[src/rtl/vga_timing_if.sv]
// Raster bus between the VGA timing generator and the pixel/render pipeline.
// The generator drives the raster position and sync/strobe outputs; the consumer drives pix_en.
interface vga_timing_if #(
  parameter int CNT_W   = 16,
  parameter int FRAME_W = 8
);
  logic               pix_en;
  logic [CNT_W-1:0]   h_count;
  logic [CNT_W-1:0]   v_count;
  logic               hsync;
  logic               vsync;
  logic               video_on;
  logic               line_start;
  logic               frame_start;
  logic [FRAME_W-1:0] frame_count;

  modport master (
    input  pix_en,
    output h_count, v_count, hsync, vsync, video_on,
    output line_start, frame_start, frame_count
  );

  modport slave (
    output pix_en,
    input  h_count, v_count, hsync, vsync, video_on,
    input  line_start, frame_start, frame_count
  );
endinterface

[src/rtl/vga_timing_gen.sv]
// Parametrised VGA raster generator: H/V counters, sync and visible-area decode,
// line/frame strobes and a frame counter, all registered and advanced by pix_en.
module vga_timing_gen #(
  parameter int H_VISIBLE  = 640,
  parameter int H_FRONT    = 16,
  parameter int H_SYNC     = 96,
  parameter int H_BACK     = 48,
  parameter int V_VISIBLE  = 480,
  parameter int V_FRONT    = 10,
  parameter int V_SYNC     = 2,
  parameter int V_BACK     = 33,
  parameter bit H_SYNC_POL = 1'b0,
  parameter bit V_SYNC_POL = 1'b0,
  parameter int CNT_W      = 16,
  parameter int FRAME_W    = 8
) (
  input  logic          clk_25MHz,
  input  logic          rst_n,
  vga_timing_if.master  vga
);

  localparam int H_TOTAL = H_VISIBLE + H_FRONT + H_SYNC + H_BACK;
  localparam int V_TOTAL = V_VISIBLE + V_FRONT + V_SYNC + V_BACK;

  localparam logic [CNT_W-1:0] CNT_ZERO   = CNT_W'(32'd0);
  localparam logic [CNT_W-1:0] CNT_ONE    = CNT_W'(32'd1);
  localparam logic [CNT_W-1:0] H_LAST     = CNT_W'(H_TOTAL - 32'd1);
  localparam logic [CNT_W-1:0] V_LAST     = CNT_W'(V_TOTAL - 32'd1);
  localparam logic [CNT_W-1:0] H_VIS_END  = CNT_W'(H_VISIBLE);
  localparam logic [CNT_W-1:0] V_VIS_END  = CNT_W'(V_VISIBLE);
  localparam logic [CNT_W-1:0] H_SYNC_BEG = CNT_W'(H_VISIBLE + H_FRONT);
  localparam logic [CNT_W-1:0] H_SYNC_END = CNT_W'(H_VISIBLE + H_FRONT + H_SYNC);
  localparam logic [CNT_W-1:0] V_SYNC_BEG = CNT_W'(V_VISIBLE + V_FRONT);
  localparam logic [CNT_W-1:0] V_SYNC_END = CNT_W'(V_VISIBLE + V_FRONT + V_SYNC);

  generate
    if (H_VISIBLE < 1 || H_FRONT < 1 || H_SYNC < 1 || H_BACK < 1 ||
        V_VISIBLE < 1 || V_FRONT < 1 || V_SYNC < 1 || V_BACK < 1) begin : g_bad_timing
      $error("vga_timing_gen: every timing parameter must be at least 1");
    end
    if ((longint'(H_TOTAL) - 64'sd1) >= (64'sd1 <<< CNT_W) ||
        (longint'(V_TOTAL) - 64'sd1) >= (64'sd1 <<< CNT_W)) begin : g_bad_width
      $error("vga_timing_gen: H_TOTAL-1 or V_TOTAL-1 does not fit in CNT_W bits");
    end
  endgenerate

  logic [CNT_W-1:0]   h_count_r;
  logic [CNT_W-1:0]   v_count_r;
  logic               hsync_r;
  logic               vsync_r;
  logic               video_on_r;
  logic               line_start_r;
  logic               frame_start_r;
  logic [FRAME_W-1:0] frame_count_r;

  logic [CNT_W-1:0]   h_next_s;
  logic [CNT_W-1:0]   v_next_s;
  logic               hsync_next_s;
  logic               vsync_next_s;
  logic               video_on_next_s;
  logic               line_start_next_s;
  logic               frame_start_next_s;

  // Next raster position and the decode of that position, so the registered
  // outputs always match the counters they are loaded alongside.
  always_comb begin
    h_next_s           = h_count_r + CNT_ONE;
    v_next_s           = v_count_r;
    hsync_next_s       = ~H_SYNC_POL;
    vsync_next_s       = ~V_SYNC_POL;
    video_on_next_s    = 1'b0;
    line_start_next_s  = 1'b0;
    frame_start_next_s = 1'b0;

    if (h_count_r == H_LAST) begin
      h_next_s = CNT_ZERO;
      if (v_count_r == V_LAST) begin
        v_next_s = CNT_ZERO;
      end else begin
        v_next_s = v_count_r + CNT_ONE;
      end
    end else begin
      v_next_s = v_count_r;
    end

    if ((h_next_s >= H_SYNC_BEG) && (h_next_s < H_SYNC_END)) begin
      hsync_next_s = H_SYNC_POL;
    end else begin
      hsync_next_s = ~H_SYNC_POL;
    end

    if ((v_next_s >= V_SYNC_BEG) && (v_next_s < V_SYNC_END)) begin
      vsync_next_s = V_SYNC_POL;
    end else begin
      vsync_next_s = ~V_SYNC_POL;
    end

    video_on_next_s    = (h_next_s < H_VIS_END) && (v_next_s < V_VIS_END);
    line_start_next_s  = (h_next_s == CNT_ZERO);
    frame_start_next_s = (h_next_s == CNT_ZERO) && (v_next_s == CNT_ZERO);
  end

  // Raster state; strobes drop whenever pix_en is low so they never stretch.
  always_ff @(posedge clk_25MHz or negedge rst_n) begin
    if (!rst_n) begin
      h_count_r     <= H_LAST;
      v_count_r     <= V_LAST;
      hsync_r       <= ~H_SYNC_POL;
      vsync_r       <= ~V_SYNC_POL;
      video_on_r    <= 1'b0;
      line_start_r  <= 1'b0;
      frame_start_r <= 1'b0;
      frame_count_r <= {FRAME_W{1'b1}};
    end else begin
      line_start_r  <= vga.pix_en & line_start_next_s;
      frame_start_r <= vga.pix_en & frame_start_next_s;
      if (vga.pix_en) begin
        h_count_r  <= h_next_s;
        v_count_r  <= v_next_s;
        hsync_r    <= hsync_next_s;
        vsync_r    <= vsync_next_s;
        video_on_r <= video_on_next_s;
        if (frame_start_next_s) begin
          frame_count_r <= frame_count_r + FRAME_W'(32'd1);
        end
      end
    end
  end

  assign vga.h_count     = h_count_r;
  assign vga.v_count     = v_count_r;
  assign vga.hsync       = hsync_r;
  assign vga.vsync       = vsync_r;
  assign vga.video_on    = video_on_r;
  assign vga.line_start  = line_start_r;
  assign vga.frame_start = frame_start_r;
  assign vga.frame_count = frame_count_r;

endmodule

[src/flat_wrapper.sv]
// flat-port wrapper written by rule: the top's interface ports become plain ports
module vga_timing_gen_flat 
#(
  parameter int H_VISIBLE  = 640,
  parameter int H_FRONT    = 16,
  parameter int H_SYNC     = 96,
  parameter int H_BACK     = 48,
  parameter int V_VISIBLE  = 480,
  parameter int V_FRONT    = 10,
  parameter int V_SYNC     = 2,
  parameter int V_BACK     = 33,
  parameter bit H_SYNC_POL = 1'b0,
  parameter bit V_SYNC_POL = 1'b0,
  parameter int CNT_W      = 16,
  parameter int FRAME_W    = 8
)
  (clk_25MHz, rst_n, vga_pix_en, vga_h_count, vga_v_count, vga_hsync, vga_vsync, vga_video_on, vga_line_start, vga_frame_start, vga_frame_count);
  vga_timing_if #(.CNT_W(CNT_W), .FRAME_W(FRAME_W)) vga_i ();
  input  logic clk_25MHz;
  input  logic rst_n;
  input wire logic [$bits(vga_i.pix_en)-1:0] vga_pix_en;
  output wire logic [$bits(vga_i.h_count)-1:0] vga_h_count;
  output wire logic [$bits(vga_i.v_count)-1:0] vga_v_count;
  output wire logic [$bits(vga_i.hsync)-1:0] vga_hsync;
  output wire logic [$bits(vga_i.vsync)-1:0] vga_vsync;
  output wire logic [$bits(vga_i.video_on)-1:0] vga_video_on;
  output wire logic [$bits(vga_i.line_start)-1:0] vga_line_start;
  output wire logic [$bits(vga_i.frame_start)-1:0] vga_frame_start;
  output wire logic [$bits(vga_i.frame_count)-1:0] vga_frame_count;
  assign vga_i.pix_en = vga_pix_en;
  assign vga_h_count = vga_i.h_count;
  assign vga_v_count = vga_i.v_count;
  assign vga_hsync = vga_i.hsync;
  assign vga_vsync = vga_i.vsync;
  assign vga_video_on = vga_i.video_on;
  assign vga_line_start = vga_i.line_start;
  assign vga_frame_start = vga_i.frame_start;
  assign vga_frame_count = vga_i.frame_count;
  vga_timing_gen #(.H_VISIBLE(H_VISIBLE), .H_FRONT(H_FRONT), .H_SYNC(H_SYNC), .H_BACK(H_BACK), .V_VISIBLE(V_VISIBLE), .V_FRONT(V_FRONT), .V_SYNC(V_SYNC), .V_BACK(V_BACK), .H_SYNC_POL(H_SYNC_POL), .V_SYNC_POL(V_SYNC_POL), .CNT_W(CNT_W), .FRAME_W(FRAME_W)) u_core (.clk_25MHz(clk_25MHz), .rst_n(rst_n), .vga(vga_i));
endmodule
[config.mk]
export PLATFORM = sky130hd
export DESIGN_NAME = vga_timing_gen_flat
export DESIGN_NICKNAME = d
export VERILOG_FILES = /design/src/rtl/vga_timing_if.sv /design/src/rtl/vga_timing_gen.sv /design/src/flat_wrapper.sv
export SDC_FILE = /design/constraint.sdc
export NUM_CORES = 1
export LEC_CHECK = 0
export CORE_MARGIN = 3
export CORE_UTILIZATION = 55
export CTS_CLUSTER_SIZE = 20
export DETAILED_ROUTE_END_ITERATION = 6
export GPL_ROUTABILITY_DRIVEN = 1
export PLACE_DENSITY = 0.82
export SKIP_CTS_REPAIR_TIMING = 1
export SYNTH_ARGS = -nofsm -noshare
export SYNTH_HDL_FRONTEND = slang
export SYNTH_SLANG_ARGS = --single-unit
[constraint.sdc]
create_clock -name clk_25MHz -period 4 [get_ports clk_25MHz]
set_clock_uncertainty 0.2 [all_clocks]
set_input_delay 0.6 -clock clk_25MHz [delete_from_list [all_inputs] [get_ports clk_25MHz]]
set_output_delay 0.6 -clock clk_25MHz [all_outputs]
set_load 0.02 [all_outputs]
Yosys cells after proc, flatten, opt, wreduce, memory -nomap -nowiden
Index checks and enable logic that the tools add are counted.
{"block": "word_totals", "out_inout_bits": 45, "regBits": 45, "mem_count": 0, "mem_bits_rw": 0, "romBits": 0, "latch_bits": 0, "inputBits": 3, "wordCells": 33}
{"block": "classes", "div_mod_pow": 0, "add_sub_neg": 3, "n_shift": 0, "order_cmp": 6, "n_eq_ne": 2, "n_mul": 0, "reduce_logical": 7, "n_mux": 5, "n_bitwise": 2}
{"operator": "16-bit 2-to-1 mux", "count": 3}
{"operator": "16-bit by 1-bit adder with 16-bit output (second input constant)", "count": 2}
{"operator": "16-bit by 10-bit == test with 1-bit output (second input constant)", "count": 2}
{"operator": "16-bit zero test", "count": 2}
{"operator": "16-bit by 10-bit < comparator with 1-bit output (second input constant)", "count": 2}
{"operator": "16-bit by 9-bit < comparator with 1-bit output (second input constant)", "count": 2}
{"operator": "16-bit by 10-bit >= comparator with 1-bit output (second input constant)", "count": 1}
{"operator": "16-bit by 9-bit >= comparator with 1-bit output (second input constant)", "count": 1}
{"operator": "8-bit by 1-bit adder with 8-bit output (second input constant)", "count": 1}
{"operator": "1-bit logical AND", "count": 4}
{"operator": "1-bit AND", "count": 2}
{"operator": "1-bit 2-to-1 mux", "count": 2}
{"operator": "2-bit AND reduction", "count": 1}

Longest topological paths before layout
Gate-level depths: netlist of run 1.
{"block": "depth", "ltp_word": 6, "ltp_mapped": 12, "depth_no_buf": 9}

Worst setup path before layout of run 1
OpenSTA, ideal clock, no wires.
{"block": "synth_path", "path_type": "register to register", "start": "register u_core.h_count_r[0] (netlist: u_core.vga.h_count[0])", "end": "register u_core.frame_count_r[1] (netlist: u_core.vga.frame_count[1])", "t_required_ns": 3.715, "setup_time_ns": 0.085, "t_arrival_ns": 2.906, "path_buffers": 2, "path_stages_with_launch": 11, "period_less_slack_ns": 3.191, "setup_slack_ns": 0.809, "path_cell_list": "dfstp_2 -> ha_1 -> and4_2 -> nand4_2 -> buf_6 -> nor3_2 -> a31oi_1 -> or4b_1 -> buf_6 -> nor3_2 -> mux2_1"}
{"block": "synth_between", "elab_chain_len": 5, "elab_cells_between_ends": 8, "cone_classes": "1 x add/sub; 1 x eq/ne; 2 x mux; 4 x reduce/logical"}
{"item": "start, declared", "line": "vga_timing_gen.sv:47", "rtl": "logic [CNT_W-1:0] h_count_r;"}
{"item": "start signal, assigned", "line": "vga_timing_gen.sv:118", "rtl": "h_count_r <= h_next_s;"}
{"item": "16-bit by 1-bit adder with 16-bit output / 16-bit by 10-bit == test with 1-bit output (equally long branches)", "line": "vga_timing_gen.sv:67, vga_timing_gen.sv:75"}
{"item": "16-bit 2-to-1 mux", "line": "vga_timing_gen.sv:75", "rtl": "if (h_count_r == H_LAST) begin"}
{"item": "16-bit zero test", "line": "vga_timing_gen.sv:100", "rtl": "frame_start_next_s = (h_next_s == CNT_ZERO) && (v_next_s == CNT_ZERO);"}
{"item": "1-bit logical AND (*)", "line": "vga_timing_gen.sv:100"}
{"item": "2-bit AND reduction (no source line) (*)"}
{"item": "end signal, assigned", "line": "vga_timing_gen.sv:113", "rtl": "frame_count_r <= {FRAME_W{1'b1}};"}
{"item": "end signal, assigned", "line": "vga_timing_gen.sv:124", "rtl": "frame_count_r <= frame_count_r + FRAME_W'(32'd1);"}
{"item": "end, declared", "line": "vga_timing_gen.sv:54", "rtl": "logic [FRAME_W-1:0] frame_count_r;"}
Every way passes the cells marked *; elsewhere a longest branch is shown, timed or not.
A chain may end at the register's enable or synchronous reset.

Final worst setup path of run 1
Same ends and word-level chain as after synthesis.

==> results.json, run 1 <==
{
  "yosys.cell_types.count": 63,
  "critPathMaxStageDelay_ps": 610,
  "setup.worst_path.class": "reg2reg",
  "via_count_of_the_first_global_routing_pass": 2695,
  "multiInputGateArea_mm2": 0.00187,
  "slew_headroom_pct": 34.2,
  "worst-path-buf-inv": 1,
  "asyncSetResetFlopFracSynth_pct": 100,
  "cp_top_family": "simple AND/OR/NAND/NOR gates",
  "core_area_mm2": 0.00561,
  "ir_drop_uv": 252,
  "synth.yosys.warnings": 0,
  "tritoncts": "yes",
  "avgRoutedWirePerCell_um": 16.4,
  "static_leak_nw": 1.38,
  "synth_edf_count": 0,
  "fp-row-count": 27,
  "post_synth_instance_area_mm2": 0.00324,
  "grt_usage_pct": 24.3,
  "register_area_mm2": 0.00115,
  "grt_max_degree": 46,
  "worst_setup_path_start_kind": "flop",
  "area.growth.synth_to_final_pct": 16.6,
  "setup_viol": 0,
  "num-nets-final": 408,
  "synth_seq_area_share_pct": 35.5,
  "post-dp-hpwl_um": 5530,
  "antennaDiodeCount": 0,
  "final_layout_size_suffix_gt1_share_pct": 13.4,
  "max-clock-path-buffers": 2,
  "port_buffers": 47,
  "worst-endpoint-arrival_ps": 3500,
  "clock_sink_count": 45,
  "syn-num-nets": 385,
  "ys_dominant_reg_cell": "sky130_fd_sc_hd__dfrtp_1",
  "insertion_delay_ps": 300,
  "path_clk_slew_ps": 80,
  "worstPathCellList": "ha_1 > and4_2 > and4_1 > buf_4 > nand4_1 > a311oi_1 > nand4b_2 > nor3_2 > mux2_1",
  "grt_remaining_overflow": 0,
  "final_max_slew_violation_count": 0,
  "final_period_minus_worst_setup_slack_ps": 3470,
  "layout_commonest_cell": "sky130_fd_sc_hd__clkdlybuf4s50_1",
  "synthesis.area_per_instance_um2": 8.58,
  "detail_route.vias_per_cell": 6.31,
  "critPathSlowestCell": "sky130_fd_sc_hd__dfstp_2",
  "fillerInstances": 481,
  "cts_htree_levels": 2,
  "cts_buffers": 5,
  "timing.fmax_mhz": 288,
  "syn_inst": 378,
  "final_cell_mix": "46 x sky130_fd_sc_hd__clkdlybuf4s50_1, 42 x sky130_fd_sc_hd__nand2_1, 28 x sky130_fd_sc_hd__nand3_1",
  "critical_path.endpoint_type": "flop",
  "powerDensity_mw_per_mm2": 313,
  "vias": 2992,
  "last_weighted_congestion_value_of_the_routability_driven_placer": 0.960,
  "grt_setup_unrepaired": "no",
  "antenna_violating_nets_post_route": 0,
  "ioPinCount": 48,
  "fp.dieArea_mm2": 0.00685,
  "hold_slack_ps": 262,
  "global_route_wire_length_before_repair_um": 13100,
  "totalNegativeSetupSlack_ps": 0,
  "initial_core_util_pct": 57.8,
  "result_of_the_run": "complete, no violations",
  "drt_pre_antenna_iters": 5,
  "finalHoldViolCount": 0,
  "worst_pin_slew_ps": 987,
  "drtIter0Drc": 346,
  "cp_data_required_time_ps": 4030,
  "final_min_period_over_clock_period_pct": 86.7,
  "die_h_um": 82.8,
  "yosys_reg_bits": 45,
  "holdCritPathClass": "in2async",
  "max-cap-violations": 0,
  "chipWidth_um": 82.8,
  "path_max_fanout": 10,
  "drc": 0,
  "ctsRootBufferMaster": "sky130_fd_sc_hd__clkbuf_8",
  "antenna_found_initial": 0,
  "drt-total-wl_um": 7780
}
==> registers in the layout (all words and copies together) (netlist names) <==
name,cells
u_core.vga.video_on,1
u_core.vga.frame_start,1
u_core.vga.line_start,1
u_core.vga.hsync,1
u_core.vga.vsync,1
u_core.vga.v_count,16
u_core.vga.h_count,16
u_core.vga.frame_count,8
==> worst reg2reg max path: stages, from the launching register on <==
cell and delay (ps):
sky130_fd_sc_hd__dfstp_2 610, sky130_fd_sc_hd__ha_1 290, sky130_fd_sc_hd__and4_2 330, sky130_fd_sc_hd__and4_1 250, sky130_fd_sc_hd__buf_4 200, sky130_fd_sc_hd__nand4_1 110, sky130_fd_sc_hd__a311oi_1 420, sky130_fd_sc_hd__nand4b_2 350
sky130_fd_sc_hd__nor3_2 290, sky130_fd_sc_hd__mux2_1 350
==> metal layers <==
| layer | global-route usage [%] | routed length (um) | vias up |
|---|---|---|---|
| met5 | 0 | 0 | - |
| met4 | 6.05 | 96 | 0 |
| met3 | 4.54 | 482 | 13 |
| met2 | 37.7 | 3540 | 113 |
| met1 | 35.0 | 3670 | 1442 |
| li1 | - | - | 1424 |
==> cell usage after synthesis (4+ instances only) <==
| master | count | area (um^2) |
|---|---|---|
| sky130_fd_sc_hd__or2_2 | 4 | 25.0 |
| sky130_fd_sc_hd__nor3_1 | 15 | 75.1 |
| sky130_fd_sc_hd__nor4_1 | 6 | 37.5 |
| sky130_fd_sc_hd__and4_1 | 8 | 70.1 |
| sky130_fd_sc_hd__mux2i_1 | 4 | 40.0 |
| sky130_fd_sc_hd__a21oi_1 | 11 | 55.1 |
| sky130_fd_sc_hd__nand3_1 | 28 | 140 |
| sky130_fd_sc_hd__o21ai_0 | 20 | 100 |
| sky130_fd_sc_hd__buf_2 | 12 | 60.1 |
| sky130_fd_sc_hd__a31oi_1 | 6 | 37.5 |
| sky130_fd_sc_hd__nand4_1 | 11 | 68.8 |
| sky130_fd_sc_hd__ha_1 | 4 | 50.1 |
| sky130_fd_sc_hd__dfrtp_1 | 25 | 626 |
| sky130_fd_sc_hd__inv_1 | 11 | 41.3 |
| sky130_fd_sc_hd__and2_1 | 4 | 25.0 |
| sky130_fd_sc_hd__a31o_2 | 4 | 35.0 |
| sky130_fd_sc_hd__nand2_1 | 42 | 158 |
| sky130_fd_sc_hd__xor2_1 | 13 | 114 |
| sky130_fd_sc_hd__dfstp_2 | 20 | 526 |
| sky130_fd_sc_hd__nor2_1 | 23 | 86.3 |
| sky130_fd_sc_hd__and3_1 | 6 | 37.5 |
| sky130_fd_sc_hd__nor4_2 | 5 | 62.6 |
| sky130_fd_sc_hd__xnor2_1 | 19 | 166 |
| sky130_fd_sc_hd__o31ai_1 | 7 | 52.6 |
| sky130_fd_sc_hd__clkbuf_1 | 15 | 56.3 |
==> worst paths after layout <==
check / start / end / slack [ps] / depth (start not counted)
worst max-delay path: u_core.vga.h_count[0]$_DFFE_PN1P_ / u_core.vga.frame_count[1]$_DFFE_PN1P_ / 530 / 9
max in group asynchronous: rst_n / u_core.vga.v_count[11]$_DFFE_PN0P_ / 2740 / 1
worst min-delay path: rst_n / u_core.vga.h_count[13]$_DFFE_PN0P_ / 260 / 1
min in group clk_25MHz: u_core.vga.vsync$_DFFE_PN1P_ / u_core.vga.vsync$_DFFE_PN1P_ / 300 / 2
worst max register to register: u_core.vga.h_count[0]$_DFFE_PN1P_ / u_core.vga.frame_count[1]$_DFFE_PN1P_ / 530 / 9
worst min register to register: u_core.vga.vsync$_DFFE_PN1P_ / u_core.vga.vsync$_DFFE_PN1P_ / 300 / 2
==> report_power, final <==
group | switching (mW) | internal [mW]
registers | 0.0650 | 0.499
clock network | 0.157 | 0.248
logic | 0.113 | 0.101
==> layout make-up <==
cell class                 count  area share, %
timing repair buffer          51           13.1
tap                           72           2.38
clock buffer                   5           1.82
clock inverter                 3           1.72
sequential                    45           30.4
inverter                      11           1.09
multi-input combinational    287           49.4
==> through the flow <==
stage / std cells / area [um^2] / power (mW) / setup slack [ps] / util, %
2_1_floorplan: 378 / 3240 / 0.703 / 809 / -
3_3_place_gp: 466 / 3650 / 0.775 / 737 / 65.0
3_5_place_dp: 466 / 3650 / 0.783 / 596 / 65.0
4_1_cts: 474 / 3780 / 1.19 / 553 / 67.4
5_1_grt: 474 / 3780 / 1.24 / 330 / 67.4
6_report: 474 / 3780 / 1.18 / 532 / 67.4
==> logic make-up after synthesis <==
family	count (synthesis)	synth area share (%)
compound gates	75	15.5
xor+xnor	32	8.65
fa+ha+maj	4	1.54
buf+inv	46	6.83
flops	45	35.5
mux	5	1.58
simple gates	171	30.4
No activity file was read; power rests on OpenSTA's default activity.
==> inputs of run 2 (changes only) <==
GPL_TIMING_DRIVEN = 0   (was unset)
==> run 2 against run 1 <==
  * Final cell count is 6.5% higher
  * Hold slack got worse by 230 ps
  * Critical path type unchanged
  * Flip-flop and latch count is the same
  * Critical path depth unchanged
==> results.json, run 2 (same netlist as run 1, synthesis figures left out) <==
{
  "ioPinCount": 48,
  "avgRoutedWirePerCell_um": 16.4,
  "grt_usage_pct": 25.4,
  "grt_remaining_overflow": 0,
  "ctsRootBufferMaster": "sky130_fd_sc_hd__clkbuf_8",
  "timing.critical_path.from": "u_core.vga.h_count[0]$_DFFE_PN1P_",
  "finalCoreUtilization_pct": 69.7,
  "worst_pin_slew_ps": 658,
  "grt_setup_unrepaired": "no",
  "drc": 0,
  "powerDensity_mw_per_mm2": 284,
  "detail_route.vias_per_cell": 6.17,
  "antennaDiodeCount": 0,
  "slew_headroom_pct": 55.7,
  "final_min_period_over_clock_period_pct": 91.7,
  "final_layout_size_suffix_gt1_share_pct": 15.9,
  "fp.dieArea_mm2": 0.00685,
  "worstReg2RegEnd": "u_core.vga.frame_count[1]$_DFFE_PN1P_",
  "port_buffers": 46,
  "area.growth.synth_to_final_pct": 20.6,
  "fp-row-count": 27,
  "crit_end": "u_core.vga.frame_count[1]$_DFFE_PN1P_",
  "max-cap-violations": 0,
  "drt-total-wl_um": 8260,
  "global_route_wire_length_before_repair_um": 13400,
  "post-dp-hpwl_um": 5920,
  "tritoncts": "yes",
  "vias": 3116,
  "num-nets-final": 439,
  "antenna_violating_nets_post_route": 0,
  "register_area_mm2": 0.00115,
  "via_count_of_the_first_global_routing_pass": 2782,
  "core_area_mm2": 0.00561,
  "insertion_delay_ps": 300,
  "dp_cells": 497,
  "static_leak_nw": 1.47,
  "chipWidth_um": 82.8,
  "last_weighted_congestion_value_of_the_routability_driven_placer": 0.876,
  "reg2regPathDepth": 9,
  "design_area_mm2": 0.00391,
  "multiInputGateArea_mm2": 0.00187,
  "final_period_minus_worst_setup_slack_ps": 3670,
  "design_power_total_mw": 1.11,
  "ir_drop_uv": 340,
  "r2r_setup_slack_ps": 330,
  "drtIter0Drc": 270,
  "worst_setup_path_start_kind": "flop",
  "final_max_slew_violation_count": 0,
  "final_cells": 505,
  "worst-endpoint-arrival_ps": 3700,
  "layout_commonest_cell": "sky130_fd_sc_hd__clkdlybuf4s50_1",
  "initial_core_util_pct": 57.8,
  "setup.worst_path.class": "reg2reg",
  "critical_path.endpoint_type": "flop",
  "fillerInstances": 477,
  "max-clock-path-buffers": 2,
  "totalNegativeSetupSlack_ps": 0,
  "die_h_um": 82.8,
  "clock_sink_count": 45,
  "setup_viol": 0,
  "cp_data_required_time_ps": 4030,
  "finalHoldViolCount": 0,
  "result_of_the_run": "complete, no violations",
  "holdCritPathClass": "in2async",
  "timing.fmax_mhz": 273,
  "r2r_start": "u_core.vga.h_count[0]$_DFFE_PN1P_",
  "drt_pre_antenna_iters": 5,
  "path_clk_slew_ps": 90,
  "placement.cell_area_mm2": 0.00381,
  "grt_max_degree": 29,
  "antenna_found_initial": 0,
  "path_max_fanout": 10,
  "cts_htree_levels": 2,
  "final_cell_mix": "45 x sky130_fd_sc_hd__clkdlybuf4s50_1, 42 x sky130_fd_sc_hd__nand2_1, 28 x sky130_fd_sc_hd__nand3_1",
  "cts_buffers": 5
}
==> run 2: worst min path at each step <==
| stage | to | start |
|---|---|---|
| final | u_core.vga.h_count[12]$_DFFE_PN0P_ | rst_n |
| after global routing | u_core.vga.h_count[5]$_DFFE_PN0P_ | rst_n |
| after CTS | u_core.vga.h_count[5]$_DFFE_PN0P_ | rst_n |
| after detailed placement | u_core.vga.vsync$_DFFE_PN1P_ | u_core.vga.vsync$_DFFE_PN1P_ |
| after global placement | u_core.vga.vsync$_DFFE_PN1P_ | u_core.vga.vsync$_DFFE_PN1P_ |
| after floorplan | u_core.vga.frame_start$_DFF_PN0_ | rst_n |
==> run 2: power breakdown <==
part	switching [mW]	internal (mW)	total, mW
sequential	0.0255	0.497	0.522
combinational	0.155	0.117	0.272
clock	0.159	0.156	0.315
total	0.339	0.770	1.11
==> run 2: through the flow <==
stage	hold WS [ps]	setup slack [ps]
floorplan	104	809
global placement	289	485
detailed placement	285	409
CTS	38.7	393
global route	40.0	96.1
finish	27.5	333
==> run 2: area by class of cell <==
cell class | instances | area share (%)
buffer | 35 | 4.61
clock buffer | 7 | 2.46
clock inverter | 1 | 0.128
inverter | 11 | 1.06
multi-input combinational | 287 | 47.8
sequential | 45 | 29.4
tap | 72 | 2.30
timing repair buffer | 47 | 12.2
==> run 2: worst max-delay path, stage by stage (launching register included) <==
cell	delay, ps
sky130_fd_sc_hd__dfstp_2	620
sky130_fd_sc_hd__ha_1	290
sky130_fd_sc_hd__and4_2	340
sky130_fd_sc_hd__and4_1	350
sky130_fd_sc_hd__buf_2	300
sky130_fd_sc_hd__a41oi_1	70
sky130_fd_sc_hd__a221oi_1	430
sky130_fd_sc_hd__nand4_2	320
sky130_fd_sc_hd__nor3_2	320
sky130_fd_sc_hd__mux2_1	350
==> run 2: layer usage <==
layer / share of wire [%] / track usage [%] / wire (um)
met2: 45 / 39.0 / 3700
met3: 7.2 / 5.18 / 592
met1: 47 / 36.4 / 3880
met5: 0 / 0 / 0
met4: 1.0 / 6.37 / 86
